[config.mk]
export PLATFORM = sky130hd
export DESIGN_NAME = alu_multicycle
export DESIGN_NICKNAME = d
export VERILOG_FILES = /design/src/rtl/alu_pkg.sv /design/src/rtl/alu_seq_muldiv.sv /design/src/rtl/alu_multicycle.sv
export SDC_FILE = /design/constraint.sdc
export NUM_CORES = 1
export LEC_CHECK = 0
export CORE_AREA = 2 2 242 173
export DETAILED_ROUTE_END_ITERATION = 10
export DIE_AREA = 0 0 244 175
export PLACE_DENSITY_LB_ADDON = 0.25
export SETUP_SLACK_MARGIN = 0.5
export SYNTH_ARGS = -nofsm -noshare
export SYNTH_HDL_FRONTEND = slang
export SYNTH_SLANG_ARGS = --single-unit
[constraint.sdc]
create_clock -name clk -period 4.95 [get_ports clk]
set_input_delay 0.99 -clock clk [delete_from_list [all_inputs] [get_ports clk]]
set_output_delay 0.99 -clock clk [all_outputs]
set_load 0.05 [all_outputs]
[src/rtl/alu_pkg.sv]
// Shared opcodes, handshake FSM states and flag bundle for alu_multicycle.
// ALU_DIV_EN selects whether DIV/REM are sequenced opcodes or illegal ones.
package alu_pkg;

    localparam logic [3:0] ALU_AND  = 4'b0000;
    localparam logic [3:0] ALU_OR   = 4'b0001;
    localparam logic [3:0] ALU_ADD  = 4'b0010;
    localparam logic [3:0] ALU_SUB  = 4'b0011;
    localparam logic [3:0] ALU_SLT  = 4'b0100;
    localparam logic [3:0] ALU_XOR  = 4'b0101;
    localparam logic [3:0] ALU_MULT = 4'b0111;
    localparam logic [3:0] ALU_DIV  = 4'b1000;
    localparam logic [3:0] ALU_REM  = 4'b1001;

    typedef enum logic [1:0] {
        IDLE,
        BUSY,
        DONE
    } alu_state_e;

    typedef struct packed {
        logic zero;
        logic carry;
        logic ovf;
        logic err;
    } alu_flags_t;

    // Opcodes that go through the iterative engine (divide-by-zero is filtered by the caller).
    function automatic logic op_is_seq(input logic [3:0] op);
`ifdef ALU_DIV_EN
        return (op == ALU_MULT) || (op == ALU_DIV) || (op == ALU_REM);
`else
        return (op == ALU_MULT);
`endif
    endfunction

endpackage

[src/rtl/alu_seq_muldiv.sv]
// Iterative engine: shift-add multiply (LSB first), restoring divide when ALU_DIV_EN is defined.
// WIDTH iterations after start; done_o flags the last one and lo_o/hi_o carry its result.
// No backpressure: the caller must capture the result in the cycle done_o is high.
module alu_seq_muldiv #(
    parameter int WIDTH = 32
) (
    input  logic             clk,
    input  logic             rst,
    input  logic             start_i,
    input  logic             div_i,
    input  logic [WIDTH-1:0] a_i,
    input  logic [WIDTH-1:0] b_i,
    output logic             done_o,
    output logic [WIDTH-1:0] lo_o,
    output logic [WIDTH-1:0] hi_o
);

    localparam int CW = $clog2(WIDTH) + 1;

    logic             busy_q;
    logic [CW-1:0]    cnt_q;
    logic [WIDTH-1:0] hi_q;
    logic [WIDTH-1:0] lo_q;
    logic [WIDTH-1:0] b_q;
    logic [WIDTH-1:0] hi_d;
    logic [WIDTH-1:0] lo_d;
    logic [WIDTH:0]   mul_sum;

`ifdef ALU_DIV_EN
    logic             div_q;
    logic [WIDTH:0]   rem_sh;
    logic [WIDTH:0]   rem_diff;
`else
    logic             unused_div;
    assign unused_div = div_i;
`endif

    // Multiply: {hi,lo} holds {partial product, remaining multiplier bits}.
    // Divide:   hi is the partial remainder, lo shifts dividend out and quotient in.
    always_comb begin
        mul_sum = {1'b0, hi_q} + (lo_q[0] ? {1'b0, b_q} : {(WIDTH+1){1'b0}});
        hi_d    = mul_sum[WIDTH:1];
        lo_d    = {mul_sum[0], lo_q[WIDTH-1:1]};
`ifdef ALU_DIV_EN
        rem_sh   = {hi_q, lo_q[WIDTH-1]};
        rem_diff = rem_sh - {1'b0, b_q};
        if (div_q) begin
            if (rem_diff[WIDTH]) begin
                hi_d = rem_sh[WIDTH-1:0];
                lo_d = {lo_q[WIDTH-2:0], 1'b0};
            end else begin
                hi_d = rem_diff[WIDTH-1:0];
                lo_d = {lo_q[WIDTH-2:0], 1'b1};
            end
        end
`endif
    end

    always_ff @(posedge clk) begin
        if (rst) begin
            busy_q <= 1'b0;
            cnt_q  <= '0;
            hi_q   <= '0;
            lo_q   <= '0;
            b_q    <= '0;
`ifdef ALU_DIV_EN
            div_q  <= 1'b0;
`endif
        end else if (start_i) begin
            busy_q <= 1'b1;
            cnt_q  <= '0;
            hi_q   <= '0;
            lo_q   <= a_i;
            b_q    <= b_i;
`ifdef ALU_DIV_EN
            div_q  <= div_i;
`endif
        end else if (busy_q) begin
            hi_q  <= hi_d;
            lo_q  <= lo_d;
            cnt_q <= cnt_q + 1'b1;
            if (done_o) begin
                busy_q <= 1'b0;
            end
        end
    end

    assign done_o = busy_q && (cnt_q == CW'(WIDTH - 1));
    assign lo_o   = lo_d;
    assign hi_o   = hi_d;

endmodule

[src/rtl/alu_multicycle.sv]
// Multicycle ALU with valid/ready on both sides; MULT (and DIV/REM with ALU_DIV_EN) iterate in BUSY.
// Latency 1 for single-cycle ops, WIDTH+1 for iterative ops; one op in flight at a time.
// Result is held in DONE until out_ready; in_ready is low outside IDLE.
module alu_multicycle
    import alu_pkg::*;
#(
    parameter int WIDTH = 32
) (
    input  logic             clk,
    input  logic             rst,
    input  logic             in_valid,
    output logic             in_ready,
    input  logic [3:0]       control,
    input  logic [WIDTH-1:0] in1,
    input  logic [WIDTH-1:0] in2,
    output logic             out_valid,
    input  logic             out_ready,
    output logic [WIDTH-1:0] out,
    output logic [WIDTH-1:0] out_hi,
    output logic             zero,
    output logic             carry,
    output logic             ovf,
    output logic             err
);

    alu_state_e       state_q;
    logic [3:0]       op_q;
    logic [WIDTH-1:0] out_q;
    logic [WIDTH-1:0] out_hi_q;
    alu_flags_t       flags_q;

    logic [WIDTH-1:0] sc_lo;
    logic [WIDTH-1:0] sc_hi;
    alu_flags_t       sc_flags;
    logic             sc_seq;
    logic [WIDTH:0]   add_sum;
    logic [WIDTH:0]   sub_sum;

    logic             eng_start;
    logic             eng_done;
    logic [WIDTH-1:0] eng_lo;
    logic [WIDTH-1:0] eng_hi;
    logic [WIDTH-1:0] fin_lo;
    logic [WIDTH-1:0] fin_hi;
    alu_flags_t       fin_flags;

    always_comb begin
        sc_lo    = '0;
        sc_hi    = '0;
        sc_flags = '0;
        sc_seq   = op_is_seq(control);
        add_sum  = {1'b0, in1} + {1'b0, in2};
        sub_sum  = {1'b0, in1} + {1'b0, ~in2} + (WIDTH+1)'(1);
        case (control)
            ALU_AND: sc_lo = in1 & in2;
            ALU_OR:  sc_lo = in1 | in2;
            ALU_XOR: sc_lo = in1 ^ in2;
            ALU_ADD: begin
                sc_lo          = add_sum[WIDTH-1:0];
                sc_flags.carry = add_sum[WIDTH];
                sc_flags.ovf   = (in1[WIDTH-1] == in2[WIDTH-1]) &&
                                 (add_sum[WIDTH-1] != in1[WIDTH-1]);
            end
            ALU_SUB: begin
                // carry reports borrow, i.e. the inverted carry-out of A + ~B + 1
                sc_lo          = sub_sum[WIDTH-1:0];
                sc_flags.carry = ~sub_sum[WIDTH];
                sc_flags.ovf   = (in1[WIDTH-1] != in2[WIDTH-1]) &&
                                 (sub_sum[WIDTH-1] != in1[WIDTH-1]);
            end
            ALU_SLT: sc_lo = {{(WIDTH-1){1'b0}}, ($signed(in1) < $signed(in2))};
            ALU_MULT: ;
`ifdef ALU_DIV_EN
            ALU_DIV, ALU_REM: begin
                if (in2 == '0) begin
                    sc_seq       = 1'b0;
                    sc_lo        = '1;
                    sc_hi        = in1;
                    sc_flags.err = 1'b1;
                end
            end
`endif
            default: sc_flags.err = 1'b1;
        endcase
        sc_flags.zero = (sc_lo == '0);
    end

    assign eng_start = (state_q == IDLE) && in_valid && sc_seq;

    alu_seq_muldiv #(
        .WIDTH (WIDTH)
    ) u_muldiv (
        .clk     (clk),
        .rst     (rst),
        .start_i (eng_start),
        .div_i   (control[3]),
        .a_i     (in1),
        .b_i     (in2),
        .done_o  (eng_done),
        .lo_o    (eng_lo),
        .hi_o    (eng_hi)
    );

    always_comb begin
        fin_lo         = eng_lo;
        fin_hi         = eng_hi;
        fin_flags      = '0;
        fin_flags.zero = (eng_lo == '0);
        fin_flags.ovf  = (op_q == ALU_MULT) && (eng_hi != '0);
    end

    always_ff @(posedge clk) begin
        if (rst) begin
            state_q  <= IDLE;
            op_q     <= '0;
            out_q    <= '0;
            out_hi_q <= '0;
            flags_q  <= '0;
        end else begin
            case (state_q)
                IDLE: begin
                    if (in_valid) begin
                        op_q <= control;
                        if (sc_seq) begin
                            state_q <= BUSY;
                        end else begin
                            state_q  <= DONE;
                            out_q    <= sc_lo;
                            out_hi_q <= sc_hi;
                            flags_q  <= sc_flags;
                        end
                    end
                end
                BUSY: begin
                    if (eng_done) begin
                        state_q  <= DONE;
                        out_q    <= fin_lo;
                        out_hi_q <= fin_hi;
                        flags_q  <= fin_flags;
                    end
                end
                DONE: begin
                    if (out_ready) begin
                        state_q <= IDLE;
                    end
                end
                default: state_q <= IDLE;
            endcase
        end
    end

    assign in_ready  = (state_q == IDLE);
    assign out_valid = (state_q == DONE);
    assign out       = out_q;
    assign out_hi    = out_hi_q;
    assign zero      = flags_q.zero;
    assign carry     = flags_q.carry;
    assign ovf       = flags_q.ovf;
    assign err       = flags_q.err;

endmodule

# Yosys cells after proc, flatten, opt, wreduce, memory -nomap -nowiden
# Cells that the tools add are included.
[word_totals]
register_bits = 177
out_inout_bits = 70
elab_cells = 86
[classes]
n_addsub = 5
n_lt_le_gt_ge = 1
eq_ne = 18
mux = 26
bitwise_logic = 5
n_reduce_logical = 18
[ops]
columns = ["op", "n"]
rows = [
  ["32-bit 2-to-1 mux", 9],
  ["32-bit case mux with 6 select lines", 1],
  ["32-bit case mux with 2 select lines", 2],
  ["32-bit by 32-bit adder with 33-bit output", 2],
  ["32-bit logical NOT", 2],
  ["32-bit by 33-bit adder with 33-bit output", 1],
  ["33-bit by 1-bit adder with 33-bit output, second input constant", 1],
  ["32-bit bitwise AND", 1],
  ["32-bit < comparator", 1],
  ["32-bit NOT", 1],
  ["32-bit bitwise OR", 1],
  ["32-bit nonzero test", 1],
  ["32-bit XOR", 1],
  ["4-bit by 3-bit equality test with 1-bit output, second input constant", 4],
  ["4-bit 2-to-1 mux", 3],
  ["4-bit by 2-bit equality test with 1-bit output, second input constant", 2],
  ["2-bit 2-to-1 mux", 4],
  ["4-bit case mux with 2 select lines", 1],
  ["6-bit by 1-bit adder with 6-bit output, second input constant", 1],
  ["6-bit by 5-bit equality test with 1-bit output, second input constant", 1],
  ["1-bit logical AND", 6],
  ["2-bit != test, second input constant", 3],
  ["2-bit case mux with 3 select lines", 1],
  ["6-bit OR reduction", 1],
  ["16 further kinds", 22],
]

# Depth between registers and ports, before layout
# Gate-level depths: netlist of the first run.
[depth]
ltp_word = 9
mapped_depth = 15
ltp_nobuf = 15

# Hierarchy
# Synthesis of the first run repeated with hierarchy kept, for this count alone.
[hier_totals]
hier_cells = 1963
area_unflattened_um2 = 14811.7
[by_module_without_submodules]
columns = ["mod", "n_inst", "cells_each", "area_each_um2", "seq_area_each_um2"]
rows = [
  ["alu_multicycle", 1, 1187, 8348.0, 1481.4],
  ["alu_seq_muldiv", 1, 776, 6463.7, 2062.0],
]

# Least setup slack after synthesis of the first run
# Ideal clock, no wire load.
[synth_path]
path_type = "register to register"
start = "register u_muldiv.lo_q[0]"
end = "register flags_q (netlist bit ovf)"
setup_ns = 0.134
arrival_ns = 4.204
t_required_ns = 4.816
setup_slack_ns = 0.612
stages_incl_launch_ff = 16
path_buffers = 1
period_less_slack_ns = 4.338
cell_sequence = "dfxtp_1 > clkbuf_1 > and2_1 > ha_1 > fa_1 > a21oi_1 > o211ai_1 > and4b_1 > or4b_4 > a41oi_4 > xnor2_1 > or4_1 > or4_1 > or4_1 > o31ai_2 > a211oi_1"
[synth_between]
elab_chain_len = 6
[synth_rtl]
columns = ["element", "line_no", "rtl"]
rows = [
  ["from (decl)", "alu_seq_muldiv.sv:23", "logic [WIDTH-1:0] lo_q;"],
  ["from (signal assigned)", "alu_seq_muldiv.sv:73", "lo_q <= a_i;"],
  ["from (signal assigned)", "alu_seq_muldiv.sv:80", "lo_q <= lo_d;"],
  ["32-bit 2-to-1 mux", "alu_seq_muldiv.sv:41", "mul_sum = {1'b0, hi_q} + (lo_q[0] ? {1'b0, b_q} : {(WIDTH+1){1'b0}});"],
  ["32-bit by 33-bit adder with 33-bit output", "alu_seq_muldiv.sv:41", ""],
  ["32-bit nonzero test", "alu_multicycle.sv:109", "fin_flags.ovf = (op_q == ALU_MULT) && (eng_hi != '0);"],
  ["1-bit logical AND", "alu_multicycle.sv:109", ""],
  ["4-bit 2-to-1 mux", "alu_multicycle.sv:135", "if (eng_done) begin"],
  ["4-bit case mux with 2 select lines", "alu_multicycle.sv:120", "case (state_q)"],
  ["to (signal assigned)", "alu_multicycle.sv:130", "flags_q <= sc_flags;"],
  ["to (signal assigned)", "alu_multicycle.sv:139", "flags_q <= fin_flags;"],
  ["to (decl)", "alu_multicycle.sv:30", "alu_flags_t flags_q;"],
]
# No other way between the ends. The select of a mux whose other input is x is not followed.
# A chain may end at the register's enable or synchronous reset.

# Final worst setup path of the first run
# Ends and elaborated chain as after synthesis.

==> results.toml, run 1 <==
[route]
first_pass_iters = 5
vias = 15500
drc = 0
drt-wirelength-per-cell_um = 22.4
drt-total-wl_mm = 60.3
first_iter_violations = 1632
viasPerCell = 5.76
postRouteAntennaNets = 0

[grt]
first_global_vias = 14700
grt_pass1_wl_mm = 91.1
grt_max_degree = 81
grt_overflow_total = 0
grt_util_all_layers = 0.278
antenna_found_initial = 1

[synthesis]
ys.warnings.count = 0
synthFlopType = "dfxtp_1"
syn_inst = 1879
async_reset_ff_frac = 0
ys_types = 75
avgSynthCellArea_um2 = 7.44
synth-seq-cells = 177
synth_nets = 2086
syn-cell-area_mm2 = 0.0140
synth_edf_count = 0
yosysSeqAreaShare = 0.254

[floorplanning]
io_pins = 142
die_area_mm2 = 0.0427
rows = 62
coreArea_mm2 = 0.0404
die_h_um = 175
initial_core_util = 0.346
fp.dieW_um = 244

[flow_run]
cap_violations = 0

[power_and_ir_drop]
clkPwrFrac = 0.342
p_int_mw = 2.62
power_density_mw_per_mm2 = 221
combPwrFrac = 0.291
swShare = 0.349
p_leak_nw = 7.28
ir_drop_mv = 0.288
power.switching_mw = 1.40
pwr-share-seq = 0.367

[timing]
finalCriticalPeriod_ns = 4.44
slew_headroom = 0.244
fmax_mhz = 225
fin_skew_ns = 0.0154
hold_viol = 0
setup_viol = 0
setup_ws_ns = 0.512
hold_ws_ns = 0.455
fin_crit_sh = 0.897
rsz0062_at_grt = "yes"
slew_viol_final = 0
worst_pin_slew_ns = 1.12

[min_path]
min_path_type = "flop to flop"

[cts]
clkTransAtPathRegs_ns = 0.07
htreeDepth = 4
clk_path_buf_depth = 2
numCtsBuffers = 17
cts.sinks = 177
insertion_delay_ns = 0.47
root_buffer = "clkbuf_16"
cts_tree = "done"

[place]
post-place-ws_ns = -0.124
gp_congestion = 0.960
place_hpwl_mm = 46.5
portBuffers = 141

[final_layout]
syn_to_final_growth_pct = 30.1
fin_nets = 2338
drive_gt1_frac = 0.153
postLayoutCoreUtil = 0.450
n_antenna_cell = 0
fillers = 4145

[setup_path]
path_common_cell = "or4_1"
path_max_fanout = 13
arrival_ns = 4.76
required_ns = 5.27
cp_slowest_cell = "or4b_4"
max_stage_delay_ns = 0.60
cp_cell_sequence = "buf_6, and2_1, ha_1, and4_1, nor3b_2, and4b_1, or4b_4, a41oi_4, xnor2_2, or4_1, or4_1, or4_4, o31ai_4, a211oi_2"
critPathKind = "flop to flop"
cp-end-kind = "flop"
critPathLaunchType = "flop"

[run_status]
status = "finished clean"
-- stage by stage --
stage | area [um2] | power, mW | instances | setup TNS, ns
floorplan | 14000 | 2.08 | 1879 | 0
global placement | 17100 | 2.61 | 2644 | -0.690
detailed placement | 17100 | 2.60 | 2644 | -0.237
CTS | 17800 | 3.98 | 2679 | 0
global route | 18200 | 4.19 | 2688 | 0
finish | 18200 | 4.03 | 2688 | 0
-- cells in the final DEF, fill, tap and decap left out, types with 9 or more instances in the layout --
cell             synthesis  routed
a211oi_1                53      43
a211oi_2                 0      10
a21o_1                  20      20
a21oi_1                208     201
a221oi_1                12      11
a22oi_1                 41      41
a31oi_1                 19      16
and2_1                  36      35
buf_4                    0     209
clkbuf_16                0      17
clkdlybuf4s50_1          0     134
dfxtp_1                177     175
ha_1                   132     121
inv_1                  102     101
mux2i_1                 70      70
nand2_1                195     195
nand2b_1                19      19
nand3_1                 51      51
nand4_1                 22      22
nor2_1                 199     196
nor2b_1                 18      18
nor3_1                  27      26
nor4_1                  31      26
o211ai_1                15      15
o21ai_0                 92      82
o21ai_1                  2       9
o21bai_1                13      13
o221ai_1                 9       9
o31ai_1                 21      18
or4_1                   10       9
xnor2_1                 39      37
xor2_1                  12      12
-- kinds of logic after synthesis --
family                   synth area share
AO/OA/AOI/OAI                       0.264
buffers and inverters              0.0600
multiplexers                       0.0501
XOR/XNOR                           0.0320
adder cells (fa/ha/maj)             0.122
flip-flops                          0.254
AND/OR/NAND/NOR                     0.218
-- area by class of cell --
type	count	area, um2	area share
timing repair buffer	351	2990	0.165
clock buffer	20	437	0.0240
clock inverter	12	125	0.00688
inverter	103	387	0.0213
multi-input combinational	1481	10000	0.551
tap	544	681	0.0374
sequential	177	3550	0.195
-- worst paths after layout --
path,cells past startpoint,from,slack (ns),to
setup reg to reg,14,u_muldiv.lo_q[0],0.51,ovf
hold / removal,2,u_muldiv.b_q[18],0.46,u_muldiv.b_q[18]
hold reg to reg,2,u_muldiv.b_q[18],0.46,u_muldiv.b_q[18]
setup / recovery,14,u_muldiv.lo_q[0],0.51,ovf
-- routing by layer --
layer  GRT usage  up-vias  wire length, um
li1            -     7266                -
met5           0        -               13
met3      0.0545       55             4660
met2       0.408      625            25100
met1       0.414     7545            29500
met4      0.0615        2             1070
-- critical path, delay by kind of cell (launching register included) --
family / cells / cell delay, ns
flops: 1 / 0.37
fa+ha+maj: 1 / 0.36
xor+xnor: 1 / 0.12
buf+inv: 1 / 0.14
compound gates: 3 / 0.55
simple gates: 8 / 2.74
-- power groups by stage --
| stage | sequential [mW] | combinational (mW) | clock [mW] |
|---|---|---|---|
| CTS | 1.48 | 1.11 | 1.39 |
| floorplan | 1.54 | 0.539 | 0 |
| finish | 1.48 | 1.17 | 1.38 |
| detailed placement | 1.51 | 1.09 | 0 |
| global route | 1.48 | 1.25 | 1.45 |
| global placement | 1.51 | 1.10 | 0 |
-- cells in the mapped netlist (all sizes together) (19+ instances only) --
| library cell | n | area, um2 |
|---|---|---|
| a21oi | 209 | 1050 |
| nor2 | 199 | 747 |
| nand2 | 195 | 732 |
| dfxtp | 177 | 3540 |
| ha | 132 | 1650 |
| clkbuf | 105 | 395 |
| inv | 102 | 383 |
| o21ai | 94 | 470 |
| mux2i | 70 | 701 |
| a211oi | 53 | 398 |
| nand3 | 51 | 255 |
| a22oi | 41 | 308 |
| xnor2 | 39 | 342 |
| and2 | 36 | 225 |
| nor4 | 31 | 194 |
| nor3 | 27 | 135 |
| nand4 | 22 | 138 |
| o31ai | 22 | 170 |
| a21o | 20 | 150 |
| a31oi | 19 | 119 |
| nand2b | 19 | 119 |
-- registers in the layout, indices dropped and copies added (netlist names) --
name             flops
out                 32
out_hi              32
u_muldiv.b_q        32
u_muldiv.hi_q       32
u_muldiv.lo_q       32
u_muldiv.cnt_q       6
op_q                 4
state_q              2
carry                1
err                  1
ovf                  1
u_muldiv.busy_q      1
zero                 1
-- repair_timing --
item,4_1_cts,5_1_grt
endpoints found under the setup margin,5,9
gates resized for setup,24,74
setup buffers,3,9
pin swaps,6,27
hold buffers,0,0
(Power assumes the default switching activity.)
==> run 2: changes to the inputs <==
--- a/config.mk
+++ b/config.mk
@@ -5,9 +5,9 @@
 export SDC_FILE = /design/constraint.sdc
 export NUM_CORES = 1
 export LEC_CHECK = 0
-export CORE_AREA = 2 2 242 173
+export CORE_AREA = 2 2 227 162
 export DETAILED_ROUTE_END_ITERATION = 10
-export DIE_AREA = 0 0 244 175
+export DIE_AREA = 0 0 229 164
 export PLACE_DENSITY_LB_ADDON = 0.25
 export SETUP_SLACK_MARGIN = 0.5
 export SYNTH_ARGS = -nofsm -noshare
==> constraint.sdc (replaced) <==
create_clock -name clk -period 5.5 [get_ports clk]
set_input_delay 1.1 -clock clk [delete_from_list [all_inputs] [get_ports clk]]
set_output_delay 1.1 -clock clk [all_outputs]
set_load 0.05 [all_outputs]
==> results.toml, run 2 (synthesis gave the netlist of run 1 again) <==
[run_status]
status = "finished clean"

[cts]
clk_path_buf_depth = 2
root_buffer = "clkbuf_16"
post_cts_buffers = 0
numCtsBuffers = 17
clkTransAtPathRegs_ns = 0.08
htreeDepth = 4
cts_tree = "done"
insertion_delay_ns = 0.48
cts.sinks = 177

[route]
drt-wirelength-per-cell_um = 22.5
first_iter_violations = 1796
first_pass_iters = 6
vias = 15000
viasPerCell = 5.99
drc = 0
postRouteAntennaNets = 0
drt-total-wl_mm = 56.3

[timing]
setup_viol = 0
slew_headroom = 0.307
setup_tns_ns = 0
hold_viol = 0
worst_pin_slew_ns = 1.04
fin_skew_ns = 0.0158
fin_crit_sh = 0.886
slew_viol_final = 0
fmax_mhz = 205
finalCriticalPeriod_ns = 4.87
rsz0062_at_grt = "yes"

[power_and_ir_drop]
power_density_mw_per_mm2 = 211
p_leak_nw = 6.58
ir_drop_mv = 0.180

[grt]
antenna_found_initial = 0
grt_max_degree = 90
grt_overflow_total = 0
first_global_vias = 13900
grt_pass1_wl_mm = 85.2
grt_util_all_layers = 0.295

[final_layout]
syn_to_final_growth_pct = 20.4
final_common_cell = "a21oi_1"
fin_area_mm2 = 0.0168
fin_nets = 2214
most-common-layout-cells = "a21oi_1, nor2_1, nand2_1, dfxtp_1, clkdlybuf4s50_1"
drive_gt1_frac = 0.0743
fillers = 3605
fin_cells = 2500
n_antenna_cell = 0

[floorplanning]
coreArea_mm2 = 0.0354
fp.dieW_um = 229
die_h_um = 164
initial_core_util = 0.395
io_pins = 142
rows = 58
die_area_mm2 = 0.0376

[place]
placedCellCount = 2468
gp_congestion = 1.02
portBuffers = 141
place_hpwl_mm = 42.8
dpl_cell_area_mm2 = 0.0162

[setup_path]
cp_cell_sequence = "clkdlybuf4s50_1, inv_1, ha_1, or4_1, or4b_2, a22oi_1, a31oi_1, o21ai_0, a221o_1, a311oi_1, buf_4, xnor2_1, nand3_1, a31o_2, a211oi_1"
cp-end-kind = "flop"
critPathLaunchType = "primary input"
path_max_fanout = 10
arrival_ns = 5.25
required_ns = 5.88
cp_slowest_cell = "or4b_2"
critPathKind = "primary input to flop"
max_stage_delay_ns = 0.69

[flow_run]
cap_violations = 0

[min_path]
min_path_type = "flop to flop"
## run 2: critical path: cells and delay by family
| kind | cells | cell delay, ns |
|---|---|---|
| and+or+nand+nor | 3 | 1.36 |
| AOI/OAI and AO/OA | 7 | 1.28 |
| buffers and inverters | 3 | 0.92 |
| adders and majority gates | 1 | 0.45 |
| xor gates and xnor gates | 1 | 0.13 |
## run 2: through the flow
step / util / setup WS, ns / hold slack (ns) / power (mW)
3_5_place_dp: 0.457 / 0.0918 / 0.444 / 2.25
3_3_place_gp: 0.457 / 0.200 / 0.442 / 2.25
4_1_cts: 0.474 / 0.575 / 0.454 / 3.54
6_report: 0.475 / 0.626 / 0.452 / 3.55
2_1_floorplan: - / 1.16 / 0.431 / 1.87
5_1_grt: 0.475 / 0.425 / 0.468 / 3.69
## run 2: path summary, 6_finish.rpt
check	startpoint	to	slack, ns	depth (start not counted)
min reg2reg	u_muldiv.b_q[29]	u_muldiv.b_q[29]	0.45	2
min	u_muldiv.b_q[29]	u_muldiv.b_q[29]	0.45	2
max reg2reg	u_muldiv.lo_q[0]	ovf	0.65	14
max	in2[19]	ovf	0.63	15
## run 2: layout make-up
cell class	count	area, um2	area share
clock inverter	15	164	0.00974
sequential	177	3550	0.211
tap	480	601	0.0357
clock buffer	17	425	0.0253
multi-input combinational	1481	9650	0.574
timing repair buffer	227	2050	0.122
inverter	103	387	0.0230
## run 2: layer usage
metal,GRT usage,part of all wire
met2,0.419,0.40
met5,0,0
met3,0.0743,0.094
met4,0.0635,0.015
met1,0.443,0.49
## run 2: repair_timing
action | 4_1_cts | 5_1_grt
hold buffers | 0 | 0
setup endpoints to repair | 0 | 4
resized for setup | 0 | 11
## run 2: power by group
part	total (mW)	switching, mW	internal (mW)
Combinational	0.926	0.595	0.331
Clock	1.29	0.644	0.648
Sequential	1.33	0.0248	1.30
==> run 3: changes to the inputs <==
--- a/config.mk
+++ b/config.mk
@@ -6,6 +6,7 @@
 export NUM_CORES = 1
 export LEC_CHECK = 0
 export CORE_AREA = 2 2 227 162
+export CTS_CLUSTER_DIAMETER = 50
 export DETAILED_ROUTE_END_ITERATION = 10
 export DIE_AREA = 0 0 229 164
 export PLACE_DENSITY_LB_ADDON = 0.25
==> constraint.sdc (replaced) <==
create_clock -name clk -period 5.7 [get_ports clk]
set_input_delay 1.14 -clock clk [delete_from_list [all_inputs] [get_ports clk]]
set_output_delay 1.14 -clock clk [all_outputs]
set_load 0.05 [all_outputs]
==> results.toml, run 3 (synthesis gave the netlist of run 1 again) <==
[floorplanning]
fp.dieW_um = 229
rows = 58
initial_core_util = 0.395
die_area_mm2 = 0.0376
die_h_um = 164
coreArea_mm2 = 0.0354
io_pins = 142

[grt]
grt_overflow_total = 0
antenna_found_initial = 1
grt_max_degree = 85
first_global_vias = 13900
grt_util_all_layers = 0.291
grt_pass1_wl_mm = 84.3

[cts]
insertion_delay_ns = 0.47
htreeDepth = 4
post_cts_buffers = 0
cts.sinks = 177
ctsHoldBuffers = 0
cts_tree = "done"
clk_path_buf_depth = 2
clkTransAtPathRegs_ns = 0.08
post_cts_resized = 1
root_buffer = "clkbuf_16"
numCtsBuffers = 17

[setup_path]
path_max_fanout = 4
cp_slowest_cell = "clkdlybuf4s50_1"
cp-end-kind = "flop"
ff2ff_path_depth = 14
worst_r2r_endpoint = "ovf"
crit_buf_inv = 3
cpLargestDelayFamily = "compound AO/OA/AOI/OAI gates"
max_stage_delay_ns = 0.54
regToRegSetupSlack_ns = 0.72
path_common_cell = "nand3_1"
critPathKind = "primary input to flop"
arrival_ns = 5.40
cp_cell_sequence = "clkdlybuf4s50_1, ha_1, inv_1, fa_1, nand2b_1, a211oi_2, o21ai_0, nand3_1, nand3_1, a221o_1, a211oi_1, o211ai_1, nor4_2, buf_4, nand4_1, o22ai_1"
regToRegStartpoint = "u_muldiv.lo_q[0]"
required_ns = 6.09
critPathLaunchType = "primary input"

[timing]
hold_ws_ns = 0.452
fmax_mhz = 200
setup_tns_ns = 0
setup_viol = 0
slew_headroom = 0.297
hold_viol = 0
rsz0062_at_grt = "no"
fin_crit_sh = 0.879
finalCriticalPeriod_ns = 5.01
slew_viol_final = 0
fin_skew_ns = 0.0106
worst_pin_slew_ns = 1.04

[final_layout]
drive_gt1_frac = 0.0632
final_common_cell = "a21oi_1"
syn_to_final_growth_pct = 19.1
most-common-layout-cells = "a21oi_1, nor2_1, nand2_1, dfxtp_1, clkdlybuf4s50_1"
fin_nets = 2189
n_antenna_cell = 0

[route]
first_pass_iters = 6
postRouteAntennaNets = 0
vias = 14900
viasPerCell = 6.02
drt-wirelength-per-cell_um = 22.3
drc = 0
drt-total-wl_mm = 55.3
first_iter_violations = 1556

[power_and_ir_drop]
power_density_mw_per_mm2 = 204
ir_drop_mv = 0.173
p_leak_nw = 6.46

[flow_run]
cap_violations = 0

[run_status]
status = "finished clean"

[place]
place_hpwl_mm = 41.8
portBuffers = 141
gp_congestion = 1.01

[min_path]
min_path_cells = 2
hp-start = "u_muldiv.b_q[18]"
min_path_type = "flop to flop"
whs_endpoint = "u_muldiv.b_q[18]"
## run 3: per-stage QoR
stage	utilization	instance area [um2]	std cells	setup WS, ns	power, mW
finish	0.470	16600	2475	0.692	3.39
global route	0.470	16600	2475	0.571	3.52
CTS	0.469	16600	2475	0.544	3.38
detailed placement	0.452	16000	2443	0.0738	2.14
global placement	0.452	16000	2443	0.0283	2.14
floorplan	-	14000	1879	1.36	1.81
## run 3: how the worst max path moves through the flow
stage	depth (start not counted)	slack, ns	startpoint	end
final	16	0.69	in1[0]	zero
after global routing	14	0.57	in2[21]	zero
after CTS	16	0.54	in2[0]	zero
after detailed placement	16	0.07	in2[0]	zero
after global placement	15	0.03	in2[21]	zero
after floorplan	15	1.36	u_muldiv.lo_q[0]	ovf
## run 3: worst register-to-register path, cell delays in order (launching register included)
cell	delay [ns]
dfxtp_2	0.44
and2_1	0.19
ha_1	0.21
fa_1	0.43
a21oi_2	0.24
o211ai_1	0.21
and4b_1	0.28
or4b_4	0.54
a41oi_4	0.31
xnor2_1	0.18
or4_1	0.54
or4_1	0.39
or4_1	0.53
o31ai_2	0.24
a211oi_1	0.10
## run 3: cell type report
type | count | area, um2
repair buffers | 202 | 1860
multi-input cells | 1481 | 9660
inverters | 103 | 387
fillers | 3595 | 18800
flip-flops and latches | 177 | 3550
well taps | 480 | 601
clock inverters | 15 | 166
clock buffers | 17 | 425
## run 3: routing by layer
metal  track usage  vias up  part of all wire
li1              -     6975                 -
met1         0.429     7119              0.49
met2         0.411      728              0.40
met3        0.0747       84             0.095
met4        0.0859        0             0.023
met5             0        -                 0
## run 3: power breakdown
group	internal, mW	switching (mW)
combinational	0.305	0.560
clock	0.624	0.623
sequential	1.26	0.0238
